### src/rtl/keypad_entry.sv
// ============================================================================
//  Module      : keypad_entry
//  Description : 4x4 matrix keypad scanner with press/release debounce that
//                assembles two hex digits into the 8-bit Result operand.
//                Define KEYPAD_BCD_ONLY_EN for decimal entry with a clear key.
//  Revision    : 1.0 - initial release
// ============================================================================
`default_nettype none

module keypad_entry #(
  parameter int SCAN_DIV       = 1000,
  parameter int DEBOUNCE_SCANS = 4
) (
  input  logic       CLK,
  input  logic       Reset_n,
  input  logic [3:0] Row,
  output logic [3:0] Col,
  output logic [7:0] Result,
  output logic [3:0] Key_Code,
  output logic       Key_Valid,
  output logic       Entry_Done
);

  localparam int c_tick_w = (SCAN_DIV > 1) ? $clog2(SCAN_DIV) : 1;
  localparam int c_db_w   = $clog2(DEBOUNCE_SCANS + 1);

  localparam logic [c_tick_w-1:0] c_tick_last = c_tick_w'(SCAN_DIV - 1);
  localparam logic [c_db_w-1:0]   c_db_last   = c_db_w'(DEBOUNCE_SCANS - 1);

  typedef enum logic [1:0] {
    ST_SCAN     = 2'd0,
    ST_DEBOUNCE = 2'd1,
    ST_HOLD     = 2'd2
  } state_t;

  generate
    if (SCAN_DIV < 4) begin : g_bad_scan_div
      $error("keypad_entry: SCAN_DIV must be at least 4");
    end
    if (DEBOUNCE_SCANS < 2) begin : g_bad_debounce
      $error("keypad_entry: DEBOUNCE_SCANS must be at least 2");
    end
  endgenerate

  logic [3:0]          r_row_meta;
  logic [3:0]          r_row_sync;
  logic [c_tick_w-1:0] r_tick_cnt;
  logic                w_tick;

  state_t              r_state;
  logic [1:0]          r_col_idx;
  logic [1:0]          r_row_lat;
  logic [c_db_w-1:0]   r_db_cnt;
  logic [c_db_w-1:0]   r_rel_cnt;
  logic [1:0]          r_digit_cnt;

  logic                w_row_low;
  logic [1:0]          w_row_idx;
  logic [1:0]          w_col_adv;
  logic [3:0]          w_code;
  logic                w_is_digit;
  logic                w_is_clear;
  logic [7:0]          w_result_next;
  logic [1:0]          w_digit_next;
  logic                w_done_next;

  // Rows idle high, so the synchronizer resets to all-ones.
  always_ff @(posedge CLK or negedge Reset_n) begin
    if (!Reset_n) begin
      r_row_meta <= 4'hF;
      r_row_sync <= 4'hF;
    end else begin
      r_row_meta <= Row;
      r_row_sync <= r_row_meta;
    end
  end

  always_ff @(posedge CLK or negedge Reset_n) begin
    if (!Reset_n) begin
      r_tick_cnt <= '0;
    end else if (r_tick_cnt == c_tick_last) begin
      r_tick_cnt <= '0;
    end else begin
      r_tick_cnt <= r_tick_cnt + 1'b1;
    end
  end

  assign w_tick = (r_tick_cnt == c_tick_last);

  // Descending loop so the lowest low row is the last assignment and wins.
  always_comb begin
    w_row_low = 1'b0;
    w_row_idx = 2'd0;
    for (int i = 3; i >= 0; i--) begin
      if (!r_row_sync[i]) begin
        w_row_low = 1'b1;
        w_row_idx = 2'(i);
      end
    end
  end

  assign w_col_adv = r_col_idx + 2'd1;
  assign w_code    = {r_row_lat, r_col_idx};

`ifdef KEYPAD_BCD_ONLY_EN
  assign w_is_digit = (w_code <= 4'd9);
  assign w_is_clear = (w_code == 4'hA);
`else
  assign w_is_digit = 1'b1;
  assign w_is_clear = 1'b0;
`endif

  always_comb begin
    w_result_next = Result;
    w_digit_next  = r_digit_cnt;
    w_done_next   = 1'b0;
    if (w_is_clear) begin
      w_result_next = 8'h00;
      w_digit_next  = 2'd0;
    end else if (w_is_digit) begin
      if (r_digit_cnt == 2'd1) begin
        w_result_next = {Result[3:0], w_code};
        w_digit_next  = 2'd2;
        w_done_next   = 1'b1;
      end else begin
        w_result_next = {4'h0, w_code};
        w_digit_next  = 2'd1;
      end
    end
  end

  always_ff @(posedge CLK or negedge Reset_n) begin
    if (!Reset_n) begin
      r_state     <= ST_SCAN;
      r_col_idx   <= 2'd0;
      Col         <= 4'b1110;
      r_row_lat   <= 2'd0;
      r_db_cnt    <= '0;
      r_rel_cnt   <= '0;
      r_digit_cnt <= 2'd0;
      Result      <= 8'h00;
      Key_Code    <= 4'h0;
      Key_Valid   <= 1'b0;
      Entry_Done  <= 1'b0;
    end else begin
      Key_Valid  <= 1'b0;
      Entry_Done <= 1'b0;
      if (w_tick) begin
        case (r_state)
          ST_SCAN: begin
            if (w_row_low) begin
              r_row_lat <= w_row_idx;
              r_db_cnt  <= c_db_w'(1);
              r_state   <= ST_DEBOUNCE;
            end else begin
              r_col_idx <= w_col_adv;
              Col       <= ~(4'b0001 << w_col_adv);
            end
          end
          ST_DEBOUNCE: begin
            if (w_row_low && (w_row_idx == r_row_lat)) begin
              if (r_db_cnt == c_db_last) begin
                Key_Code    <= w_code;
                Key_Valid   <= 1'b1;
                Result      <= w_result_next;
                r_digit_cnt <= w_digit_next;
                Entry_Done  <= w_done_next;
                r_rel_cnt   <= '0;
                r_state     <= ST_HOLD;
              end else begin
                r_db_cnt <= r_db_cnt + 1'b1;
              end
            end else begin
              r_col_idx <= w_col_adv;
              Col       <= ~(4'b0001 << w_col_adv);
              r_state   <= ST_SCAN;
            end
          end
          ST_HOLD: begin
            if (w_row_low) begin
              r_rel_cnt <= '0;
            end else if (r_rel_cnt == c_db_last) begin
              r_col_idx <= 2'd0;
              Col       <= 4'b1110;
              r_state   <= ST_SCAN;
            end else begin
              r_rel_cnt <= r_rel_cnt + 1'b1;
            end
          end
          default: begin
            r_col_idx <= 2'd0;
            Col       <= 4'b1110;
            r_state   <= ST_SCAN;
          end
        endcase
      end
    end
  end

endmodule

`default_nettype wire

### config.mk
export PLATFORM = sky130hd
export DESIGN_NAME = keypad_entry
export DESIGN_NICKNAME = d
export VERILOG_FILES = /design/src/rtl/keypad_entry.sv
export SDC_FILE = /design/constraint.sdc
export NUM_CORES = 1
export LEC_CHECK = 0
export CELL_PAD_IN_SITES_DETAIL_PLACEMENT = 1
export CELL_PAD_IN_SITES_GLOBAL_PLACEMENT = 2
export CORE_MARGIN = 2
export CORE_UTILIZATION = 25
export DETAILED_ROUTE_END_ITERATION = 10
export GPL_ROUTABILITY_DRIVEN = 0
export PLACE_DENSITY_LB_ADDON = 0.1
export SLEW_MARGIN = 10
export SYNTH_ARGS = -nofsm -noshare
export SYNTH_HDL_FRONTEND = slang
export SYNTH_SLANG_ARGS = --single-unit
### constraint.sdc
create_clock -name CLK -period 1.65 [get_ports CLK]
set_input_delay 0.2475 -clock CLK [delete_from_list [all_inputs] [get_ports CLK]]
set_output_delay 0.2475 -clock CLK [all_outputs]
set_load 0.02 [all_outputs]
======== Yosys cells after proc, flatten, opt, wreduce, memory -nomap -nowiden ========
Cells that the tools add are included.
operators by class
  reductions and logical operators ........ 10
  equality and inequality tests ........... 17
  shifts and indexed selects .............. 1
  $add $sub $neg .......................... 4
  bitwise gates (word level) .............. 1
  multiplexer cells ....................... 43
operators with widths
  cell                     number
  $mux W2                  12
  $mux W3                  7
  $reduce_and A5 Y1        4
  $mux W4                  4
  $ne A2 B2 Y1 const B     8
  $mux W1                  13
  $pmux W2 S3              2
  $pmux W3 S2              2
  $pmux W4 S3              1
  $add A10 B1 Y10 const B  1
  $eq A10 B10 Y1 const B   1
  $mux W10                 1
  $mux W8                  1
  $add A3 B1 Y3 const B    2
  $eq A3 B2 Y1 const B     2
  $ne A3 B3 Y1 const B     2
  $eq A2 B1 Y1 const B     2
  $not A4 Y4               1
  $reduce_and A4 Y1        1
  $reduce_bool A2 Y1       2
  $shl A1 B2 Y4 const A    1
  $reduce_and A3 Y1        1
  $add A2 B1 Y2 const B    1
  $eq A2 B2 Y1             1
  3 further kinds          3
word-level totals
  input bits .............................. 6
  logic and storage cells ................. 90
  output and inout port bits .............. 18
  register bits after elaboration ......... 50

======== Depth between registers and ports, before layout ========
  depth after elaboration ................. 9
  gate-level depth with buffers ........... 8
  gate-level depth less buffers ........... 7

======== Worst setup path after synthesis ========
No wires, ideal clock.
  path kind ............................... reg-to-reg
  start point ............................. reg r_tick_cnt[0]
  end point ............................... reg Col[0]
  setup slack ............................. -0.189 ns
  stages on the path, launching flop included .. 7
  arrival time ............................ 1.714 ns
  data required time ...................... 1.525 ns
  clock period less this slack ............ 1.839 ns
  library setup time ...................... 0.125 ns
  path buffers ............................ 0
  cell sequence ........................... dfrtp_1 ha_1 and4b_1 and3_2 o21ai_0 a21o_1 mux2_2
on the way
  longest elaborated chain between the ends .. 2
RTL lines
  element                             RTL line  source
  from (decl)                         47        logic [c_tick_w-1:0] r_tick_cnt;
  from (signal assigned)              84        r_tick_cnt <= r_tick_cnt + 1'b1;
  $eq A10 B10 Y1                      88        assign w_tick = (r_tick_cnt == c_tick_last);
  $reduce_and A5 Y1 (no source line)  n/a
  to (signal assigned)                157       Col <= ~(4'b0001 << w_col_adv);
  to (signal assigned)                175       Col <= ~(4'b0001 << w_col_adv);
  to (decl)                           17        output logic [3:0] Col,
Every way passes these cells.
A chain may end at the register's enable or synchronous reset.

======== Final worst setup path ========
  start point ............................. reg r_row_sync[0]
  end point ............................... reg r_digit_cnt[0]
on the way
  longest elaborated chain between the ends .. 4
  elaborated cells on any way between the ends .. 5
  those cells by class .................... eq/ne (1); mux (2); reduce/logical (2)
RTL lines
  element                                 RTL line  source
  from (decl)                             46        logic [3:0] r_row_sync;
  from (signal assigned)                  74        r_row_sync <= r_row_meta;
  $mux W2                                 95        if (!r_row_sync[i]) begin
  $eq A2 B2 Y1                            161       if (w_row_low && (w_row_idx == r_row_lat)) begin
  $logic_and A1 B1 Y1 (*)                 161
  $reduce_and A4 Y1 (no source line) (*)  n/a
  to (signal assigned)                    166       r_digit_cnt <= w_digit_next;
  to (decl)                               55        logic [1:0] r_digit_cnt;
Every way passes the cells marked *; elsewhere a longest branch is shown, timed or not.

==> impl_results.md <==
* FILL cells at 899
* Port Buf Inserts at 23
* Final worst-path cycle share at 1.15
* Area delta synth->final at 45.8%
* Synth warn at 0
* Yosys reg bits at 46
* Number of H-tree levels at 2
* Pwr Density at 654 mW/mm²
* Total Negative Setup Slacks at -3.99 ns
* CP Max Fanout at 5
* Fin nets at 282
* Most common cell after layout, fill and taps aside: buf_4
* Multi-input gate area at 0.00107 mm²
* Deepest clock path buffer count at 2
* Top cell type's share of synthesized area at 0.403
* Fin. max-slew vios at 0
* Seq. cell area at 0.00116 mm²
* Initial Util at 0.262
* Failing checks: negative setup slack
* Most frequent cells in the layout: buf_4 (44), dfrtp_1 (35), nor2_1 (14), clkdlybuf4s50_1 (14)
* Layout cell share with drive strength beyond 1 at 0.440
* Main synth FF type: dfrtp_1
* Largest cells by area after synthesis: dfrtp_1 (40%), dfstp_2 (13%), ha_1 (5.2%)
* DRC Markers at 0
* CP Capture Type: flop
* Crit path time final at 1.90 ns
* TritonCTS buffer count at 5
* Via count normalized by instance count at 4.55
* Initial antenna violation count at 0
* Max frequency at 528 MHz
* TritonCTS clock tree: built
* Io pins at 24
* Dpl ws at -0.300 ns
* Ys async rst share at 1.00
* Vias at 1,696
* Mapped Cells at 194
* Width of the die at 97.2 µm
* Setup ws final at -0.246 ns
* LEAKAGE at 1.53 nW
* Syn_area_per_cell at 11.2 µm²
* Maximum vdd drop at 382 µV
* Synth cell types at 41
* First drt pass iteration count at 2
* Crit Path Category: flop to flop
* Syn nets at 209
* Post-synth EDFFs at 0
* HP Class: input pin to flop
* Area of the mapped netlist at 0.00217 mm²
* CP Launch Type: flop
* Worst Path Required at 1.84 ns
* Ant diodes at 0
* Area leader, netlist: dfrtp_1
* Total global-route track usage at 0.120
* Clock transition at path regs at 0.09 ns
* Grt ovf at 0
* Sequential area share after synthesis at 0.537
* CTS Root Cell: clkbuf_8
* Post-detail-place hpwl at 3.82 mm
* Critical Path AT at 2.08 ns
* Core area at 0.00830 mm²
* Rows at 33
* Pin count of the biggest net entering global routing at 47
* Maxcap violations at 0
* DR iter-0 viols at 46
* Routed len/inst at 14.4 µm
* Post-route ant nets at 0
* Relative slew slack at 0.746
* Global-route wire length before repair at 9.15 mm
* Clk_skew at 0.0101 ns
* Worst-margin pin slew at 0.380 ns
* # setup viols final at 25
* CTS sink cnt at 46
* Routed WL at 5.36 mm
* Total die area at 0.00944 mm²
* RSZ-0062 raised after global routing: true
* Hold Vio Cnt, Final at 0
* Skew-Pair Late Insertion Delay at 0.30 ns
* Number of global-route vias before repair at 1,868
* Status: finished with violations
* Die height at 97.2 µm
## power by group
| group | switching, W | leakage, nW | total [W] | internal (W) |
|---|---|---|---|---|
| registers | 0.00000479 | 0.590 | 0.00115 | 0.00114 |
| logic | 0.0000450 | 0.893 | 0.0000802 | 0.0000353 |
| clock network | 0.000390 | 0.0514 | 0.000842 | 0.000452 |
| total | 0.000439 | 1.53 | 0.00207 | 0.00163 |
## sequential cells by signal, indices dropped and copies added, names as in the netlist
signal and cells:
r_db_cnt 3, r_digit_cnt 2, r_col_idx 2, Key_Valid 1
r_row_meta 4, r_rel_cnt 3, r_state 2, r_row_sync 4
Result 8, r_tick_cnt 10, r_row_lat 2, Entry_Done 1
Col 4
## cells by family after synthesis
logic type      count (synthesis)  synth area share
mux                            13            0.0703
flops                          46             0.537
fa+ha+maj                       9            0.0519
xor+xnor                        6            0.0242
simple gates                   68             0.163
compound gates                 33             0.106
buf+inv                        19            0.0484
## timing repair
item                       4_1_cts  5_1_grt
hold buffers                     1        0
setup buffers                    5        4
pin swaps                       10        8
cloned                           1        0
hold endpoints to repair        35        0
setup endpoints to repair       30       34
gates resized for setup         27       28
## cells in the mapped netlist (5+ instances only)
| master | number |
|---|---|
| o21ai_0 | 11 |
| nand2_1 | 20 |
| a21oi_1 | 8 |
| inv_1 | 11 |
| dfrtp_1 | 35 |
| nand2b_1 | 5 |
| ha_1 | 9 |
| nor2_1 | 17 |
| dfstp_2 | 11 |
| nand3_1 | 5 |
| mux2_2 | 6 |
## area by class of cell
class	instances	share of cell area
repair buffers	74	0.206
well taps	105	0.0415
clock buffers	6	0.0229
inverters	11	0.0130
multi-input cells	129	0.337
clock inverters	2	0.0119
flip-flops and latches	46	0.368
## worst max-delay path, stage by stage, from the launching register on
cell      delay [ns]
dfstp_2         0.57
and4bb_2        0.26
nor2_4          0.06
a2111o_1        0.55
mux2_4          0.34
## per-layer routing
metal | up-vias | wire length [µm] | global-route usage
li1 | 809 | - | -
met1 | 854 | 2290 | 0.137
met2 | 25 | 2820 | 0.222
met3 | 8 | 152 | 0.0245
met4 | 0 | 96 | 0.0379
met5 | - | 0 | 0
## through the flow
stage                     hold WS (ns)  total power (W)  area, µm²  cells   util
after floorplan                -0.0481          0.00118       2190    194      -
after global placement           0.248          0.00123       2800    354  0.337
after detailed placement         0.254          0.00124       2800    354  0.337
after CTS                        0.331          0.00211       3030    369  0.365
after global routing             0.319          0.00218       3170    373  0.381
final                            0.344          0.00207       3170    373  0.381
## worst paths after layout
path | startpoint | to | slack (ns) | cells after the start
max in group asynchronous | Reset_n | r_row_sync[2]$_DFF_PN1_ | 0.90 | 3
setup reg to reg | r_row_sync[0]$_DFF_PN1_ | r_digit_cnt[0]$_DFFE_PN0P_ | -0.25 | 4
hold reg to reg | r_row_meta[3]$_DFF_PN1_ | r_row_sync[3]$_DFF_PN1_ | 0.36 | 0
min in group asynchronous | Reset_n | Result[4]$_DFFE_PN0P_ | 0.45 | 3
setup / recovery | r_row_sync[0]$_DFF_PN1_ | r_digit_cnt[0]$_DFFE_PN0P_ | -0.25 | 4
hold / removal | Row[2] | r_row_meta[2]$_DFF_PN1_ | 0.34 | 1
Note: power is estimated with default switching activity, not from simulation.
